`src/rtl/alien_pkg.sv`:
```
// ============================================================================
// alien_pkg : shared motion and march-state types for the alien formation
// Revision  : 1.0
// ============================================================================
`default_nettype none

package alien_pkg;

  // Motion encoding shared with the existing alien movers.
  typedef enum logic [1:0] {
    NO_MOTION = 2'd0,
    LEFT      = 2'd1,
    RIGHT     = 2'd2,
    DOWN      = 2'd3
  } motion_t;

  typedef enum logic [2:0] {
    ST_IDLE    = 3'd0,
    ST_MARCH_R = 3'd1,
    ST_MARCH_L = 3'd2,
    ST_DESCEND = 3'd3,
    ST_LANDED  = 3'd4
  } march_state_t;

  // Wide enough for DOWN_STEPS up to 15.
  localparam int DCNT_W = 4;

endpackage

`default_nettype wire

```
`src/rtl/alien_step_timer.sv`:
```
// ============================================================================
// alien_step_timer : frame-tick counter producing one step event per interval
//                    (ALIEN_SPEEDUP_EN: interval shrinks with alive_count)
// Revision         : 1.0
// ============================================================================
`default_nettype none

module alien_step_timer #(
  parameter int PERIOD_W    = 8,
  parameter int BASE_PERIOD = 32,
  parameter int MIN_PERIOD  = 2,
  parameter int CNT_W       = 6
) (
  input  logic             clk,
  input  logic             reset_n,
  input  logic             enable,
  input  logic             tick,
  input  logic [CNT_W-1:0] alive_count,
  output logic             step_evt
);

  localparam int SUM_W = PERIOD_W + 1;

  logic [PERIOD_W-1:0] tcount;
  logic [PERIOD_W-1:0] interval;

`ifdef ALIEN_SPEEDUP_EN
  logic [SUM_W-1:0] period_sum;

  always_comb begin
    period_sum = SUM_W'(MIN_PERIOD) + SUM_W'(alive_count);
    if (period_sum > SUM_W'(BASE_PERIOD)) begin
      interval = PERIOD_W'(BASE_PERIOD);
    end else if (period_sum < SUM_W'(MIN_PERIOD)) begin
      interval = PERIOD_W'(MIN_PERIOD);
    end else begin
      interval = period_sum[PERIOD_W-1:0];
    end
  end
`else
  logic unused_alive;
  assign unused_alive = ^alive_count;
  assign interval     = PERIOD_W'(BASE_PERIOD);
`endif

  // '>=' lets a freshly shortened interval fire on the very next tick.
  assign step_evt = tick & enable & (tcount >= (interval - PERIOD_W'(1)));

  always_ff @(posedge clk or negedge reset_n) begin
    if (!reset_n) begin
      tcount <= '0;
    end else if (step_evt) begin
      tcount <= '0;
    end else if (tick && enable) begin
      tcount <= tcount + PERIOD_W'(1);
    end
  end

endmodule

`default_nettype wire

```
`src/rtl/alien_march_ctrl.sv`:
```
// ============================================================================
// alien_march_ctrl : right/down/left/down march sequencer with landing stop
//                    (optional ALIEN_SPEEDUP_EN handled in alien_step_timer)
// Revision         : 1.0
// ============================================================================
`default_nettype none

module alien_march_ctrl
  import alien_pkg::*;
#(
  parameter int PERIOD_W    = 8,
  parameter int BASE_PERIOD = 32,
  parameter int MIN_PERIOD  = 2,
  parameter int DOWN_STEPS  = 1,
  parameter int CNT_W       = 6,
  parameter int ROW_W       = 5
) (
  input  logic             clk,
  input  logic             reset_n,
  input  logic             enable,
  input  logic             tick,
  input  logic             canLeft,
  input  logic             canRight,
  input  logic             canDown,
  input  logic [CNT_W-1:0] alive_count,
  output logic [1:0]       Motion,
  output logic             step,
  output logic             dir_right,
  output logic             landed,
  output logic [ROW_W-1:0] rows_descended
);

  localparam logic [ROW_W-1:0]  ROWS_MAX    = '1;
  localparam logic [DCNT_W-1:0] DCOUNT_LOAD = DCNT_W'(DOWN_STEPS - 1);

  logic              step_evt;
  march_state_t      state, state_nx;
  logic [DCNT_W-1:0] dcount, dcount_nx;
  logic              dir_nx;
  logic              landed_nx;
  motion_t           motion_nx;
  logic [ROW_W-1:0]  rows_nx;

  alien_step_timer #(
    .PERIOD_W    (PERIOD_W),
    .BASE_PERIOD (BASE_PERIOD),
    .MIN_PERIOD  (MIN_PERIOD),
    .CNT_W       (CNT_W)
  ) u_timer (
    .clk         (clk),
    .reset_n     (reset_n),
    .enable      (enable),
    .tick        (tick),
    .alive_count (alive_count),
    .step_evt    (step_evt)
  );

  always_ff @(posedge clk or negedge reset_n) begin
    if (!reset_n) begin
      state          <= ST_IDLE;
      dcount         <= '0;
      dir_right      <= 1'b1;
      landed         <= 1'b0;
      Motion         <= NO_MOTION;
      step           <= 1'b0;
      rows_descended <= '0;
    end else begin
      state          <= state_nx;
      dcount         <= dcount_nx;
      dir_right      <= dir_nx;
      landed         <= landed_nx;
      Motion         <= motion_nx;
      step           <= (motion_nx != NO_MOTION);
      rows_descended <= rows_nx;
    end
  end

  always_comb begin
    state_nx  = state;
    dcount_nx = dcount;
    dir_nx    = dir_right;
    motion_nx = NO_MOTION;

    if (step_evt) begin
      case (state)
        ST_IDLE: begin
          if (canRight) begin
            motion_nx = RIGHT;
            state_nx  = ST_MARCH_R;
          end else if (canDown) begin
            motion_nx = DOWN;
            dir_nx    = 1'b0;
            state_nx  = ST_DESCEND;
          end else begin
            state_nx  = ST_LANDED;
          end
        end
        ST_MARCH_R: begin
          if (canRight) begin
            motion_nx = RIGHT;
          end else if (canDown) begin
            motion_nx = DOWN;
            dcount_nx = DCOUNT_LOAD;
            dir_nx    = 1'b0;
            state_nx  = ST_DESCEND;
          end else begin
            state_nx  = ST_LANDED;
          end
        end
        ST_MARCH_L: begin
          if (canLeft) begin
            motion_nx = LEFT;
          end else if (canDown) begin
            motion_nx = DOWN;
            dcount_nx = DCOUNT_LOAD;
            dir_nx    = 1'b1;
            state_nx  = ST_DESCEND;
          end else begin
            state_nx  = ST_LANDED;
          end
        end
        ST_DESCEND: begin
          if (dcount != '0) begin
            if (canDown) begin
              motion_nx = DOWN;
              dcount_nx = dcount - DCNT_W'(1);
            end else begin
              state_nx  = ST_LANDED;
            end
          end else if (dir_right && canRight) begin
            motion_nx = RIGHT;
            state_nx  = ST_MARCH_R;
          end else if (!dir_right && canLeft) begin
            motion_nx = LEFT;
            state_nx  = ST_MARCH_L;
          end else if (canDown) begin
            motion_nx = DOWN;
          end else begin
            state_nx  = ST_LANDED;
          end
        end
        default: begin
          state_nx = ST_LANDED;
        end
      endcase
    end

    landed_nx = (state_nx == ST_LANDED);

    rows_nx = rows_descended;
    if ((motion_nx == DOWN) && (rows_descended != ROWS_MAX)) begin
      rows_nx = rows_descended + ROW_W'(1);
    end
  end

endmodule

`default_nettype wire

```
`config.mk`:
```
export PLATFORM = sky130hd
export DESIGN_NAME = alien_march_ctrl
export DESIGN_NICKNAME = d
export VERILOG_FILES = /design/src/rtl/alien_pkg.sv /design/src/rtl/alien_step_timer.sv /design/src/rtl/alien_march_ctrl.sv
export SDC_FILE = /design/constraint.sdc
export NUM_CORES = 1
export LEC_CHECK = 0
export CAP_MARGIN = 20
export CORE_MARGIN = 2
export CORE_UTILIZATION = 36
export DETAILED_ROUTE_END_ITERATION = 7
export PLACE_DENSITY_LB_ADDON = 0.05
export SYNTH_ARGS = -nofsm -noshare
export SYNTH_HDL_FRONTEND = slang
export SYNTH_SLANG_ARGS = --single-unit
```
`constraint.sdc`:
```
create_clock -name clk -period 2.5 [get_ports clk]
set_input_delay 0.5 -clock clk [delete_from_list [all_inputs] [get_ports clk]]
set_output_delay 0.5 -clock clk [all_outputs]
set_load 0.02 [all_outputs]
```
==> results of run 1 <==
synth_stat cells (all sizes together), types with 2 or more instances:
cell,count,share of area [%]
mux2i,2,1.5
mux2,2,2.3
xnor2,3,2.0
nand3b,2,3.0
nor2,9,2.5
nand2,10,2.8
o21ai,9,3.4
a21oi,5,1.9
o31ai,2,1.1
nand3,4,1.5
or3,2,0.94
dfrtp,24,45
and2,2,0.94
inv,6,1.7
nand2b,2,0.94
nor3,3,1.1
o2bb2ai,2,1.3
a21o,2,1.1
ha,4,3.8
o211ai,2,1.1
nor2b,4,1.9
timing repair:
action                                 4_1_cts  5_1_grt
endpoints found under the hold margin        0        0
buffers inserted                             0        1
gates resized for setup                      0        4
setup endpoints to repair                    0        5
through the flow:
step                util [%]  setup slack [ns]  power (uW)  cells  hold slack, ns
floorplan                  -             0.159         604    126           0.204
global placement        45.3           -0.0130         674    200           0.487
detailed placement      45.3           -0.0292         679    200           0.491
CTS                     46.6            0.0546         923    204           0.509
global route            47.1          -0.00727         969    205           0.545
finish                  47.1             0.104         904    205           0.501
cells by family after synthesis:
| kind of cell | after synthesis | share of synthesized area, % |
|---|---|---|
| AND/OR/NAND/NOR | 47 | 21.5 |
| AO/OA/AOI/OAI | 34 | 19.0 |
| flip-flops | 25 | 47.0 |
| buffers and inverters | 8 | 2.35 |
| XOR/XNOR | 4 | 2.63 |
| multiplexers | 4 | 3.76 |
| adder cells (fa/ha/maj) | 4 | 3.76 |
critical path: stages (launching register included):
cell and delay, ns:
dfrtp_1 0.40, inv_2 0.08, ha_4 0.14, or3b_4 0.38, or4_4 0.45, a311oi_4 0.37, nand3b_4 0.14, mux2_4 0.32
final timing paths:
path	startpoint	end	slack (ns)
min reg2reg	rows_descended[3]	rows_descended[3]	0.50
min	rows_descended[3]	rows_descended[3]	0.50
max	dcount[1]	rows_descended[4]	0.10
min in group asynchronous	reset_n	dcount[2]	0.60
max in group asynchronous	reset_n	dir_right	1.61
max reg2reg	dcount[1]	rows_descended[4]	0.10
flip-flops by register name (all words and copies together), names as in the netlist:
signal / flops
u_timer.tcount: 8
rows_descended: 5
dcount: 4
state: 3
Motion: 2
dir_right: 1
landed: 1
step: 1
cell type report:
cell class / instances / area (um^2) / share of cell area, %
repair buffers: 29 / 258 / 15.2
well taps: 48 / 60.1 / 3.53
multi-input cells: 93 / 687 / 40.4
clock buffers: 4 / 45.0 / 2.65
inverters: 6 / 22.5 / 1.33
flip-flops and latches: 25 / 627 / 36.9
routing by layer:
| metal | track usage, % | up-vias | part of all wire, % |
|---|---|---|---|
| met5 | 0 | - | 0 |
| met4 | 5.59 | 0 | 0.82 |
| met3 | 2.08 | 2 | 4.5 |
| met2 | 22.4 | 26 | 45 |
| met1 | 20.2 | 482 | 49 |
| li1 | - | 522 | - |
power by group:
group / switching (uW) / internal (uW) / total, uW
registers: 35.1 / 447 / 482
clock network: 121 / 114 / 234
logic: 105 / 82.3 / 187
==> flow_summary.yaml, run 1 <==
outcome:
  outcome: "completed"
place:
  dp_hpwl_um: 2010
  place_congestion: 0.842
  port_buffers: 16
  place_area_um2: 1630
setup_path:
  path_class: "reg2reg"
  cp_data_required_time_ns: 2.65
  startpoint_type: "flop"
  reg2reg_depth: 7
  end_kind: "flop"
  path_max_fanout: 3
  cp.arrival_ns: 2.55
cells_and_area:
  fillers: 345
  area_growth_pct: 27.5
  stdcell_area_um2: 1700
  fin_nets: 175
  antenna_cells: 0
  final_cell_mix: "dfrtp_1 (24), clkdlybuf4s50_1 (16), buf_4 (13), nand2_1 (10)"
  final_common_cell: "dfrtp_1"
  drive_gt1_share_pct: 17.8
global_route:
  grt_pass1_vias: 1008
  grt_overflow: 0
  antenna_found_initial: 0
  grt_max_degree: 26
  grt_use_total_pct: 14.4
  grt_pass1_wl_um: 4690
cts:
  cts_tree: "done"
  postCtsHoldBufs: 0
  cts_buffers: 3
  path_clk_slew_ns: 0.09
  clock_latency_ns: 0.26
  htree_levels: 1
  cts_buffer_depth: 2
  cts.sinks: 25
  root_buffer: "clkbuf_8"
flow_run:
  drv_cap: 0
hold_path:
  min_path_cells: 1
  hold_class: "reg2reg"
detailed_routing:
  drtAntennaViolNets: 0
  vias: 1032
  routed_via_density: 5.03
  drt_iter0_drc: 48
  wirelength_um: 2670
  drt_first_pass_iters: 4
  drc: 0
  wl_per_cell_um: 13.0
pwr:
  irDropWorstVdd_uv: 190
  powerDensity_nw_per_um2: 532
  p_leak_uw: 0.000787
floorplanning:
  die_h_um: 64.8
  core_area_um2: 3610
  die-width_um: 64.8
  ioPinCount: 23
  dieArea_um2: 4200
  initial_core_util_pct: 37.0
  fp-row-count: 22
synth:
  ys_ff_latch: 25
  yosys_warnings: 0
  synth.net_count: 143
  syn_avg_cell_area_um2: 10.6
  ys_seq_area_share_pct: 47.0
  synth_area_um2: 1330
  async_reset_ff_share_pct: 100
  ys_types: 46
  synth_edf_count: 0
  netlist_instances: 126
  ys.flop_type: "dfrtp_1"
sta:
  worstMarginPinSlew_ns: 0.531
  period_share_pct: 95.8
  hold_violations: 0
  setup_tns_ns: 0
  slew_headroom_pct: 64.4
  final_max_slew_viol_count: 0
  setup_viol: 0
  finalClockSkew_ns: 0.00580
  fmax_mhz: 417
  grt_setup_unrepaired: "yes"
  period_minus_slack_ns: 2.40
(Power assumes the default switching activity.)
==> inputs of run 2 (changes only) <==
==> constraint.sdc (replaced) <==
create_clock -name clk -period 3.1 [get_ports clk]
set_input_delay 0.62 -clock clk [delete_from_list [all_inputs] [get_ports clk]]
set_output_delay 0.62 -clock clk [all_outputs]
set_load 0.02 [all_outputs]
==> flow_summary.yaml, run 2 (synthesis results as in run 1) <==
outcome:
  outcome: "completed"
cells_and_area:
  fin_nets: 163
  antenna_cells: 0
  area_growth_pct: 20.1
  regMostFlops: "u_timer.tcount"
  final_common_cell: "dfrtp_1"
  fin_cells: 193
  largestRegisters: "u_timer.tcount x8, rows_descended x5, dcount x4"
  stdcell_area_um2: 1600
  drive_gt1_share_pct: 9.66
  largest_reg_flops: 8
  final_cell_mix: "dfrtp_1 (24), clkdlybuf4s50_1 (16), nand2_1 (10), nor2_1 (9), o21ai_0 (9)"
sta:
  final_max_slew_viol_count: 0
  slew_headroom_pct: 55.0
  period_minus_slack_ns: 2.54
  grt_setup_unrepaired: "no"
  setup_viol: 0
  finalClockSkew_ns: 0.00993
  worstMarginPinSlew_ns: 0.673
  period_share_pct: 81.9
  fmax_mhz: 394
  setup_tns_ns: 0
  hold_violations: 0
cts:
  htree_levels: 1
  cts_buffers: 3
  post_cts_resized: 0
  cts_buffer_depth: 2
  post_cts_buffers: 0
  cts_tree: "done"
  postCtsHoldBufs: 0
  clock_latency_ns: 0.27
  path_clk_slew_ns: 0.08
  root_buffer: "clkbuf_8"
  cts.sinks: 25
pwr:
  finalPower_uw: 724
  powerDensity_nw_per_um2: 453
  p_leak_uw: 0.000735
  irDropWorstVdd_uv: 260
detailed_routing:
  wirelength_um: 2540
  drc: 0
  vias: 994
  drtAntennaViolNets: 0
  wl_met1_um: 1300
  wl_per_cell_um: 13.2
  drt_first_pass_iters: 4
  wl_met3_um: 94
  routed_via_density: 5.15
  drt_iter0_drc: 37
  top_layer: "met3"
  dr_wl_met2_um: 1150
global_route:
  grt_overflow: 0
  antenna_found_initial: 0
  grt_pass1_wl_um: 4390
  grt_use_total_pct: 13.5
  grt_max_degree: 26
  grt_pass1_vias: 954
setup_path:
  end_kind: "flop"
  startpoint_type: "input port"
  cp_data_required_time_ns: 3.25
  path_class: "in2reg"
  path_max_fanout: 5
  r2r_setup_slack_ns: 0.58
  cp.arrival_ns: 2.69
floorplanning:
  fp-row-count: 22
  core_area_um2: 3610
  initial_core_util_pct: 37.0
  die_h_um: 64.8
  ioPinCount: 23
  die-width_um: 64.8
  dieArea_um2: 4200
hold_path:
  hold_class: "reg2reg"
place:
  place_area_um2: 1550
  port_buffers: 16
  dp.cells: 189
  dp_hpwl_um: 1830
  place_congestion: 0.803
flow_run:
  drv_cap: 0
run 2: cell count changes in the layout (fill, tap and decap cells not counted), sizes merged:
| cell | previous run | this run |
|---|---|---|
| clkinvlp | 0 | 1 |
| buf | 13 | 1 |
| clkbuf | 4 | 3 |
run 2: final timing paths:
kind	from	end	cells past startpoint
max	canLeft	rows_descended[4]	6
max reg2reg	dcount[0]	rows_descended[4]	7
min in group asynchronous	reset_n	dcount[2]	2
min reg2reg	rows_descended[3]	rows_descended[3]	1
max in group asynchronous	reset_n	dir_right	2
min	rows_descended[3]	rows_descended[3]	1
run 2: worst max-delay path, stage by stage:
cell and delay (ns):
clkdlybuf4s50_1 0.55, inv_1 0.10, or4_4 0.56, a311oi_4 0.39
nand3b_4 0.15, mux2_4 0.32
run 2: power by group:
part / internal, uW / switching [uW]
Combinational: 57.0 / 70.2
Clock: 91.0 / 105
Sequential: 360 / 40.2
run 2: final cells by class:
cell class / instances / area [um^2]
Tap cell: 48 / 60.1
Timing Repair Buffer: 17 / 168
Sequential cell: 25 / 627
Clock inverter: 1 / 7.51
Clock buffer: 3 / 41.3
Inverter: 6 / 22.5
Fill cell: 344 / 2010
Multi-Input combinational cell: 93 / 674
run 2: metal layers:
layer	vias up	GRT usage (%)
li1	497	-
met1	477	18.8
met2	20	21.0
met3	0	3.30
met4	0	3.19
met5	-	0
run 2: through the flow:
stage               setup WS [ns]  utilization (%)  hold slack [ns]
floorplan                   0.759                -            0.324
global placement            0.298             43.0            0.483
detailed placement          0.294             43.0            0.489
CTS                         0.573             44.4            0.504
global route                0.485             44.4            0.528
finish                      0.562             44.4            0.494
